[config.mk]
export PLATFORM = sky130hd
export DESIGN_NAME = mem_arbiter
export DESIGN_NICKNAME = d
export VERILOG_FILES = /design/src/rtl/mem_arbiter.sv
export SDC_FILE = /design/constraint.sdc
export NUM_CORES = 1
export LEC_CHECK = 0
export CAP_MARGIN = 20
export CORE_MARGIN = 8
export CORE_UTILIZATION = 35
export DETAILED_ROUTE_END_ITERATION = 7
export MAX_ROUTING_LAYER = met4
export PLACE_DENSITY_LB_ADDON = 0.12
export SYNTH_ARGS = -nofsm -noshare
export SYNTH_HDL_FRONTEND = slang
export SYNTH_SLANG_ARGS = --single-unit
export TNS_END_PERCENT = 10
[constraint.sdc]
create_clock -name clk -period 4.9 [get_ports clk]
set_input_delay 1.225 -clock clk [delete_from_list [all_inputs] [get_ports clk]]
set_output_delay 1.225 -clock clk [all_outputs]
set_load 0.05 [all_outputs]
[src/rtl/mem_arbiter.sv]
// Arbiter that shares one single-port memory between instruction fetch and data access.
// Data has priority over fetch, but a run limit stops data from starving fetch. An ack timeout aborts a transaction the memory never completes.
module mem_arbiter #(
    parameter int DW        = 32,
    parameter int AW        = 32,
    parameter int TIMEOUT   = 16,
    parameter int MAX_D_RUN = 4
) (
    input  logic          clk,
    input  logic          reset,

    input  logic          if_req,
    input  logic [AW-1:0] if_addr,
    output logic [DW-1:0] if_rdata,
    output logic          if_valid,

    input  logic          d_req,
    input  logic          d_we,
    input  logic [AW-1:0] d_addr,
    input  logic [DW-1:0] d_wdata,
    output logic [DW-1:0] d_rdata,
    output logic          d_valid,

    output logic          err,
    output logic          err_sticky,

    output logic          mem_req,
    output logic          mem_we,
    output logic [AW-1:0] mem_addr,
    output logic [DW-1:0] mem_wdata,
    input  logic [DW-1:0] mem_rdata,
    input  logic          mem_ack
);

    localparam int TW = $clog2(TIMEOUT + 1);
    localparam int RW = $clog2(MAX_D_RUN + 1);
    localparam logic [TW-1:0] TMAX    = TW'(TIMEOUT - 1);
    localparam logic [RW-1:0] RUN_MAX = RW'(MAX_D_RUN);

    typedef enum logic [1:0] {IDLE, BUSY, RESP} state_t;

    state_t        state, state_nxt;
    logic          owner_d;
    logic [AW-1:0] addr_q;
    logic          we_q;
    logic [DW-1:0] wdata_q;
    logic [TW-1:0] tcnt;
    logic [RW-1:0] run_cnt;
    logic          abort_q;
    logic          grant_d, grant_if;

    always_ff @(posedge clk) begin
        if (reset)
            state <= IDLE;
        else
            state <= state_nxt;
    end

    // When fetch is also waiting, data wins only until it has used up its run of contested grants.
    always_comb begin
        state_nxt = state;
        grant_d   = 1'b0;
        grant_if  = 1'b0;
        mem_req   = 1'b0;
        if_valid  = 1'b0;
        d_valid   = 1'b0;
        err       = 1'b0;
        case (state)
            IDLE: begin
                if (d_req && (!if_req || run_cnt != RUN_MAX)) begin
                    grant_d   = 1'b1;
                    state_nxt = BUSY;
                end else if (if_req) begin
                    grant_if  = 1'b1;
                    state_nxt = BUSY;
                end
            end
            BUSY: begin
                mem_req = 1'b1;
                if (mem_ack || tcnt == TMAX)
                    state_nxt = RESP;
            end
            RESP: begin
                if_valid  = !owner_d;
                d_valid   = owner_d;
                err       = abort_q;
                state_nxt = IDLE;
            end
            default: state_nxt = IDLE;
        endcase
    end

    assign mem_we    = (state == BUSY) & we_q;
    assign mem_addr  = (state == BUSY) ? addr_q  : '0;
    assign mem_wdata = (state == BUSY) ? wdata_q : '0;

    // An ack on the last allowed BUSY cycle still counts as success.
    always_ff @(posedge clk) begin
        if (reset) begin
            owner_d    <= 1'b0;
            addr_q     <= '0;
            we_q       <= 1'b0;
            wdata_q    <= '0;
            tcnt       <= '0;
            run_cnt    <= '0;
            abort_q    <= 1'b0;
            if_rdata   <= '0;
            d_rdata    <= '0;
            err_sticky <= 1'b0;
        end else begin
            if (grant_d || grant_if) begin
                owner_d <= grant_d;
                addr_q  <= grant_d ? d_addr : if_addr;
                we_q    <= grant_d & d_we;
                wdata_q <= grant_d ? d_wdata : '0;
                abort_q <= 1'b0;
                tcnt    <= '0;
                if (grant_if || !if_req)
                    run_cnt <= '0;
                else if (run_cnt != RUN_MAX)
                    run_cnt <= run_cnt + RW'(1);
            end

            if (state == BUSY) begin
                tcnt <= tcnt + TW'(1);
                if (mem_ack) begin
                    if (!owner_d)
                        if_rdata <= mem_rdata;
                    else if (!we_q)
                        d_rdata <= mem_rdata;
                end else if (tcnt == TMAX) begin
                    abort_q    <= 1'b1;
                    err_sticky <= 1'b1;
                    if (owner_d)
                        d_rdata <= '0;
                    else
                        if_rdata <= '0;
                end
            end

            if (state == RESP)
                tcnt <= '0;
        end
    end

endmodule

# --- Word level (Yosys, flattened, before mapping) ---
# Index checks and enable logic that the tools add are counted.
word_totals:
  reg_bits: 142
  latchBits: 0
  mem_bits_rw: 0
  rom_bits: 0
  word_cells: 75
  n_memories: 0
classes:
  n_addsub: 2
  multipliers: 0
  div: 0
  magnitude_cmp: 0
  n_eq_ne: 7
  shifts: 0
  mux: 34
  bitwise_logic: 4
  n_reduce_logical: 17
ops:
  columns: ["cell", "count"]
  rows:
  - ["2-to-1 mux 32 bit", 13]
  - ["2-to-1 mux 1 bit", 13]
  - ["2-to-1 mux 5 bit", 2]
  - ["2-to-1 mux 2 bit", 3]
  - ["2-to-1 mux 3 bit", 2]
  - ["inequality test 3 bit (second input constant)", 2]
  - ["AND reduction 3 bit", 2]
  - ["nonzero test 2 bit", 3]
  - ["adder 5 x 1 -> 5 bit (second input constant)", 1]
  - ["equality test 5 x 4 -> 1 bit (second input constant)", 1]
  - ["logical OR 1 bit", 4]
  - ["inequality test 2 bit (second input constant)", 2]
  - ["one-hot mux 2 bit (2 select lines)", 1]
  - ["AND reduction 2 bit", 2]
  - ["AND reduction 4 bit", 1]
  - ["adder 3 x 1 -> 3 bit (second input constant)", 1]
  - ["bitwise AND 1 bit", 2]
  - ["equality test 2 x 1 -> 1 bit (second input constant)", 1]
  - ["equality test 2 bit (second input constant)", 1]
  - ["logical NOT 1 bit", 2]
  - ["logical NOT 2 bit", 1]
  - ["NOT 1 bit", 2]
  - ["OR reduction 2 bit", 1]
  - ["logical AND 1 bit", 1]

# --- Depth between registers and ports, before layout ---
# Gate-level depths: netlist of the first run.
logic_depth:
  ltp_word: 10
  mapped_depth: 9

# --- Worst setup path after synthesis of the first run ---
# No wires, ideal clock.
synth_path:
  path_kind: "register -> output"
  start: "register state[1]"
  end: "output if_valid"
  arrival_time_ns: 1.922
  setup_slack_ns: 1.753
  stages_incl_launch_ff: 3
  cell_sequence: "dfxtp_1 > clkbuf_1 > nor3b_1"
synth_via:
  elab_chain_len: 2
synth_rtl:
  columns: ["item", "line_no", "source"]
  rows:
  - ["start, declared", "42", "state_t state, state_nxt;"]
  - ["start signal, assigned", "56", "state <= state_nxt;"]
  - ["equality test 2 bit", "68", "case (state)"]
  - ["2-to-1 mux 1 bit", "68", null]
  - ["end, declared", "15", "output logic if_valid,"]
# Every way passes these cells.

# --- Worst setup path after layout of the first run ---
layout_path:
  start: "register state[0]"
  end: "output mem_addr[21]"
layout_via:
  elab_chain_len: 2
layout_rtl:
  columns: ["item", "line_no", "source"]
  rows:
  - ["equality test 2 x 1 -> 1 bit", "94", "assign mem_addr = (state == BUSY) ? addr_q : '0;"]
  - ["2-to-1 mux 32 bit", "94", null]
  - ["end, declared", "29", "output logic [AW-1:0] mem_addr,"]
# Every way passes these cells.

==> results of run 1 <==
## how the worst max path moves through the flow
| stage | startpoint | to | slack [ns] |
|---|---|---|---|
| final | state[0]$_SDFFE_PP0P_ | mem_addr[21] | 0.56 |
| after global routing | state[0]$_SDFFE_PP0P_ | mem_addr[21] | 0.37 |
| after CTS | state[0]$_SDFFE_PP0P_ | mem_addr[21] | 0.55 |
| after detailed placement | state[0]$_SDFFE_PP0P_ | mem_addr[21] | 0.99 |
| after global placement | state[0]$_SDFFE_PP0P_ | mem_addr[20] | 1.05 |
| after floorplan | state[1]$_SDFFE_PP0P_ | if_valid | 1.75 |
## tightest hold or removal path: cells and delay by family, from the launching register on
kind / cells / cell delay [ns]
AO/OA/AOI/OAI: 1 / 0.05
flip-flops: 1 / 0.30
AND/OR/NAND/NOR: 1 / 0.05
## final cells by class
cell class	instances	area share
well taps	216	0.0298
flip-flops and latches	142	0.314
inverters	6	0.00249
clock buffers	17	0.0470
diodes	1	0.000276
multi-input cells	449	0.284
repair buffers	277	0.305
clock inverters	15	0.0177
## synthesized netlist by cell type, types with 2 or more instances
cell	count
dfxtp_1	142
nor2_1	76
a21oi_1	70
nand2_1	69
and2_1	65
nand3_1	64
clkbuf_1	39
a22oi_1	35
a222oi_1	32
buf_2	17
buf_6	5
inv_1	5
ha_1	4
a32oi_1	3
and3b_1	3
nand3b_1	3
nor2b_1	2
nor3_1	2
o21ai_0	2
xnor2_1	2
## metal layers
metal	vias up	wire length [um]	part of all wire	global-route usage
li1	2787	-	-	-
met3	22	2140	0.10	0.0763
met4	0	368	0.018	0.0664
met5	-	0	0	-
met1	2790	7950	0.38	0.218
met2	250	10500	0.50	0.345
## cell families (layout without fill, tap and decap cells)
kind of cell / Yosys count / in the layout / synth area share
other: 0 / 1 / 0
AO/OA/AOI/OAI: 149 / 149 / 0.186
buffers and inverters: 68 / 315 / 0.0551
flip-flops: 142 / 142 / 0.497
adder cells (fa/ha/maj): 4 / 4 / 0.00875
XOR/XNOR: 2 / 2 / 0.00306
multiplexers: 2 / 2 / 0.00372
AND/OR/NAND/NOR: 292 / 292 / 0.247
## power breakdown
part           switching (W)  total [W]  internal (W)  leakage [nW]
Clock               0.000532    0.00129      0.000756         0.273
Combinational       0.000278   0.000490      0.000212          1.78
Sequential         0.0000352    0.00124       0.00121          1.16
Total               0.000845    0.00302       0.00217          3.21
## per-stage QoR
step / instances / worst slack (ns) / power (W) / hold WS [ns] / util
floorplan: 659 / 1.75 / 0.00154 / 0.456 / -
global placement: 1089 / 1.05 / 0.00174 / 0.442 / 0.530
detailed placement: 1090 / 0.992 / 0.00176 / 0.446 / 0.531
CTS: 1122 / 0.546 / 0.00305 / 0.454 / 0.568
global route: 1123 / 0.373 / 0.00313 / 0.468 / 0.568
finish: 1123 / 0.564 / 0.00302 / 0.451 / 0.568
## registers in the layout (all words and copies together), names as in the netlist
register	cells
abort_q	1
addr_q	32
d_rdata	32
err_sticky	1
if_rdata	32
owner_d	1
run_cnt	3
state	2
tcnt	5
wdata_q	32
we_q	1
==> results.yml, run 1 <==
detailed_routing:
  antenna_left: 0
  viasPerCell: 5.21
  first_iter_violations: 495
  wl_per_cell_um: 18.7
  route.detailed.drc: 0
  wl_mm: 21.0
  vias: 5849
  dr.pass1.iters: 7
timing:
  skew_ns: 0.00820
  slew_viol_final: 0
  finalCritPeriodShare: 0.885
  tns_ns: 0
  max_slew_margin: 0.379
  tightest_slew_ns: 0.932
  max_freq_mhz: 231
  setup-violations-final: 0
  hold_viol_final: 0
  fin_crit_ns: 4.34
  rsz0062_at_grt: "no"
logic_synthesis:
  avgSynthCellArea_um2: 8.68
  ys_warn_count: 0
  synth_seq_cells: 142
  synth_area_um2: 5720
  synth_cells: 659
  synth_area_leader_cell: "dfxtp_1"
  syn_nets: 797
  synth_flop_cell: "dfxtp_1"
  synth_cell_types: 39
  synth.area.top_cells: "dfxtp_1 50%, and2_1 7.1%, a21oi_1 6.1%, a222oi_1 5.6%, nand3_1 5.6%"
  async_flop_share: 0
  seq_area_frac_synth: 0.497
  yosysTopAreaCellShare: 0.497
  synth_edf_count: 0
floorplanning:
  fp.dieArea_um2: 20700
  die_h_um: 144
  ios: 268
  start_util: 0.359
  coreArea_um2: 15900
  num_rows: 46
  dieWidth_um: 144
critical_path:
  r2r-start: "state[0]$_SDFFE_PP0P_"
  timing.critical_path.buf_inv: 2
  path_max_fanout: 69
  setup.worst_path.end_class: "output port"
  crit_path_start_kind: "flip-flop"
  r2r-end: "d_rdata[4]$_SDFFE_PP0P_"
  cpMaxStageDelayCell: "clkdlybuf4s50_1"
  cp.depth: 4
  critPathTopFamily: "buffers and inverters"
  crit_type: "flip-flop to output port"
  max_stage_delay_ns: 0.87
  worst-endpoint-required_ns: 3.67
  worstPathCellList: "nand2b_2 -> inv_2 -> and2_1 -> clkdlybuf4s50_1"
  worstPathArrival_ns: 3.11
  ff2ff_path_depth: 6
  r2r_setup_slack_ns: 2.26
worst_hold_path:
  hp-class: "flip-flop to flip-flop"
  hp-start: "d_rdata[26]$_SDFFE_PP0P_"
  holdPathStages: 2
  min_to: "d_rdata[26]$_SDFFE_PP0P_"
status:
  status: "completed"
cells_and_area:
  area_delta_synth_final_pct: 58.4
  fillCellCount: 1399
  seq_area_um2: 2840
  layout.nets: 1031
  final_cell_mix: "265 x clkdlybuf4s50_1, 142 x dfxtp_1, 76 x nor2_1"
  final_layout_size_suffix_gt1_frac: 0.0596
  multi_input_area_um2: 2570
  final_common_cell: "clkdlybuf4s50_1"
  stdcell_area_um2: 9060
placed_design:
  gp_congestion: 0.770
  hpwl_mm: 14.9
  numPortBuffers: 267
  place_area_um2: 8470
cts:
  cts_tree: "built"
  postCtsSetupBuffers: 0
  hold_buffers: 0
  path_clk_slew_ns: 0.06
  htree_num_levels: 4
  cts_buffer_depth: 2
  clock_latency_ns: 0.41
  cts-root-buf: "clkbuf_16"
  cts_buffers: 17
  clock_sinks: 142
  post_cts_resized: 0
pwr:
  p_leak_nw: 3.21
  power_density_nw_per_um2: 333
  peakVddDrop_v: 0.000221
global_route:
  grt_pass1_wl_mm: 31.9
  first_global_vias: 5901
  grt_max_degree: 72
  grt_overflow_total: 0
  antenna_found_initial: 1
  groute.usage.overall: 0.204
job:
  max-cap-violations: 0
Power figures use the tool's default switching activity.
==> inputs of run 2 (changes only) <==
--- a/config.mk
+++ b/config.mk
@@ -11,6 +11,8 @@
 export DETAILED_ROUTE_END_ITERATION = 7
 export MAX_ROUTING_LAYER = met4
 export PLACE_DENSITY_LB_ADDON = 0.12
+export RECOVER_POWER = 25
+export SETUP_SLACK_MARGIN = 0.2
 export SYNTH_ARGS = -nofsm -noshare
 export SYNTH_HDL_FRONTEND = slang
 export SYNTH_SLANG_ARGS = --single-unit
==> results.yml, run 2 (synthesis gave the netlist of run 1 again) <==
status:
  status: "complete, but fails checks"
  violations: "max-capacitance violations, max-slew violations"
timing:
  fin_crit_ns: 4.34
  setup-violations-final: 0
  tightest_slew_ns: 3.11
  max_slew_margin: -1.07
  hold_ws_ns: 0.451
  hold_viol_final: 0
  layout_setup_ws_ns: 0.563
  tns_ns: 0
  max_freq_mhz: 231
  slew_viol_final: 68
  finalCritPeriodShare: 0.885
  rsz0062_at_grt: "no"
  skew_ns: 0.00709
cts:
  post_cts_resized: 0
  postCtsSetupBuffers: 0
  clock_sinks: 142
  clock_latency_ns: 0.41
  cts_buffer_depth: 2
  htree_num_levels: 4
  cts_tree: "built"
  cts-root-buf: "clkbuf_16"
  hold_buffers: 0
  cts_buffers: 17
  path_clk_slew_ns: 0.06
detailed_routing:
  wl_mm: 20.9
  vias: 5851
  dr.pass1.iters: 5
  viasPerCell: 5.21
  wl_per_cell_um: 18.6
  antenna_left: 0
  first_iter_violations: 497
  route.detailed.drc: 0
global_route:
  grt_max_degree: 72
  first_global_vias: 5901
  grt_pass1_wl_mm: 31.9
  antenna_found_initial: 1
  groute.usage.overall: 0.204
  grt_overflow_total: 0
critical_path:
  crit_path_start_kind: "flip-flop"
  path_max_fanout: 69
  setup.worst_path.end_class: "output port"
  ff2ff_path_depth: 6
  crit_type: "flip-flop to output port"
  worstPathArrival_ns: 3.11
  worst-endpoint-required_ns: 3.67
floorplanning:
  start_util: 0.359
  num_rows: 46
  fp.dieArea_um2: 20700
  ios: 268
  die_h_um: 144
  coreArea_um2: 15900
  dieWidth_um: 144
placed_design:
  pre_cts_slack_ns: 0.992
  numPortBuffers: 267
  hpwl_mm: 14.9
  gp_congestion: 0.770
pwr:
  p_leak_nw: 3.21
  peakVddDrop_v: 0.000221
  power_density_nw_per_um2: 333
worst_hold_path:
  hp-class: "flip-flop to flip-flop"
  holdPathStages: 2
cells_and_area:
  final_cell_mix: "265 x clkdlybuf4s50_1, 142 x dfxtp_1, 76 x nor2_1"
  final_common_cell: "clkdlybuf4s50_1"
  fin_util: 0.568
  final_layout_size_suffix_gt1_frac: 0.0585
  area_delta_synth_final_pct: 58.2
  layout.nets: 1031
job:
  max-cap-violations: 1
## run 2: cell types whose count changed in the layout (fill, tap and decap cells not counted)
cell / change
buf_4: -3
clkbuf_1: +1
clkbuf_2: +2
## run 2: worst paths after layout
path	from	to	slack, ns
max	state[0]$_SDFFE_PP0P_	mem_addr[21]	0.56
max reg2reg	state[0]$_SDFFE_PP0P_	d_rdata[13]$_SDFFE_PP0P_	2.15
min	d_rdata[26]$_SDFFE_PP0P_	d_rdata[26]$_SDFFE_PP0P_	0.45
min reg2reg	d_rdata[26]$_SDFFE_PP0P_	d_rdata[26]$_SDFFE_PP0P_	0.45
## run 2: stage by stage
step | cells | cell area [um^2] | total power [W]
4_1_cts | 1122 | 9060 | 0.00305
3_5_place_dp | 1090 | 8470 | 0.00176
3_3_place_gp | 1089 | 8440 | 0.00174
5_1_grt | 1123 | 9050 | 0.00313
6_report | 1123 | 9050 | 0.00302
2_1_floorplan | 659 | 5720 | 0.00154
## run 2: cell type report
| type | count | area (um^2) |
|---|---|---|
| Fill cell | 1402 | 6890 |
| Multi-Input combinational cell | 449 | 2570 |
| Clock buffer | 17 | 425 |
| Sequential cell | 142 | 2840 |
| Tap cell | 216 | 270 |
| Antenna cell | 1 | 2.50 |
| Timing Repair Buffer | 277 | 2750 |
| Inverter | 6 | 22.5 |
| Clock inverter | 15 | 160 |
## run 2: critical path, cell delays in order (launching register included)
cell and delay [ns]:
dfxtp_1 0.68, nand2b_2 0.19, inv_2 0.68, and2_1 0.22, clkdlybuf4s50_1 0.87
## run 2: routing by layer
layer,vias to the layer above,global-route usage,part of all wire
li1,2789,-,-
met1,2778,0.218,0.38
met2,260,0.345,0.50
met3,24,0.0763,0.10
met4,0,0.0664,0.019
met5,-,-,0
## run 2: where the power goes
part	internal [W]	switching [W]
Clock	0.000756	0.000529
Combinational	0.000212	0.000278
Sequential	0.00121	0.0000352
==> inputs of run 3 (changes only) <==
--- a/config.mk
+++ b/config.mk
@@ -13,6 +13,7 @@
 export PLACE_DENSITY_LB_ADDON = 0.12
 export RECOVER_POWER = 25
 export SETUP_SLACK_MARGIN = 0.2
+export SKIP_CTS_REPAIR_TIMING = 1
 export SYNTH_ARGS = -nofsm -noshare
 export SYNTH_HDL_FRONTEND = slang
 export SYNTH_SLANG_ARGS = --single-unit
==> results of run 3 <==
The final DEF is identical to that of run 2; final timing and power are the same.
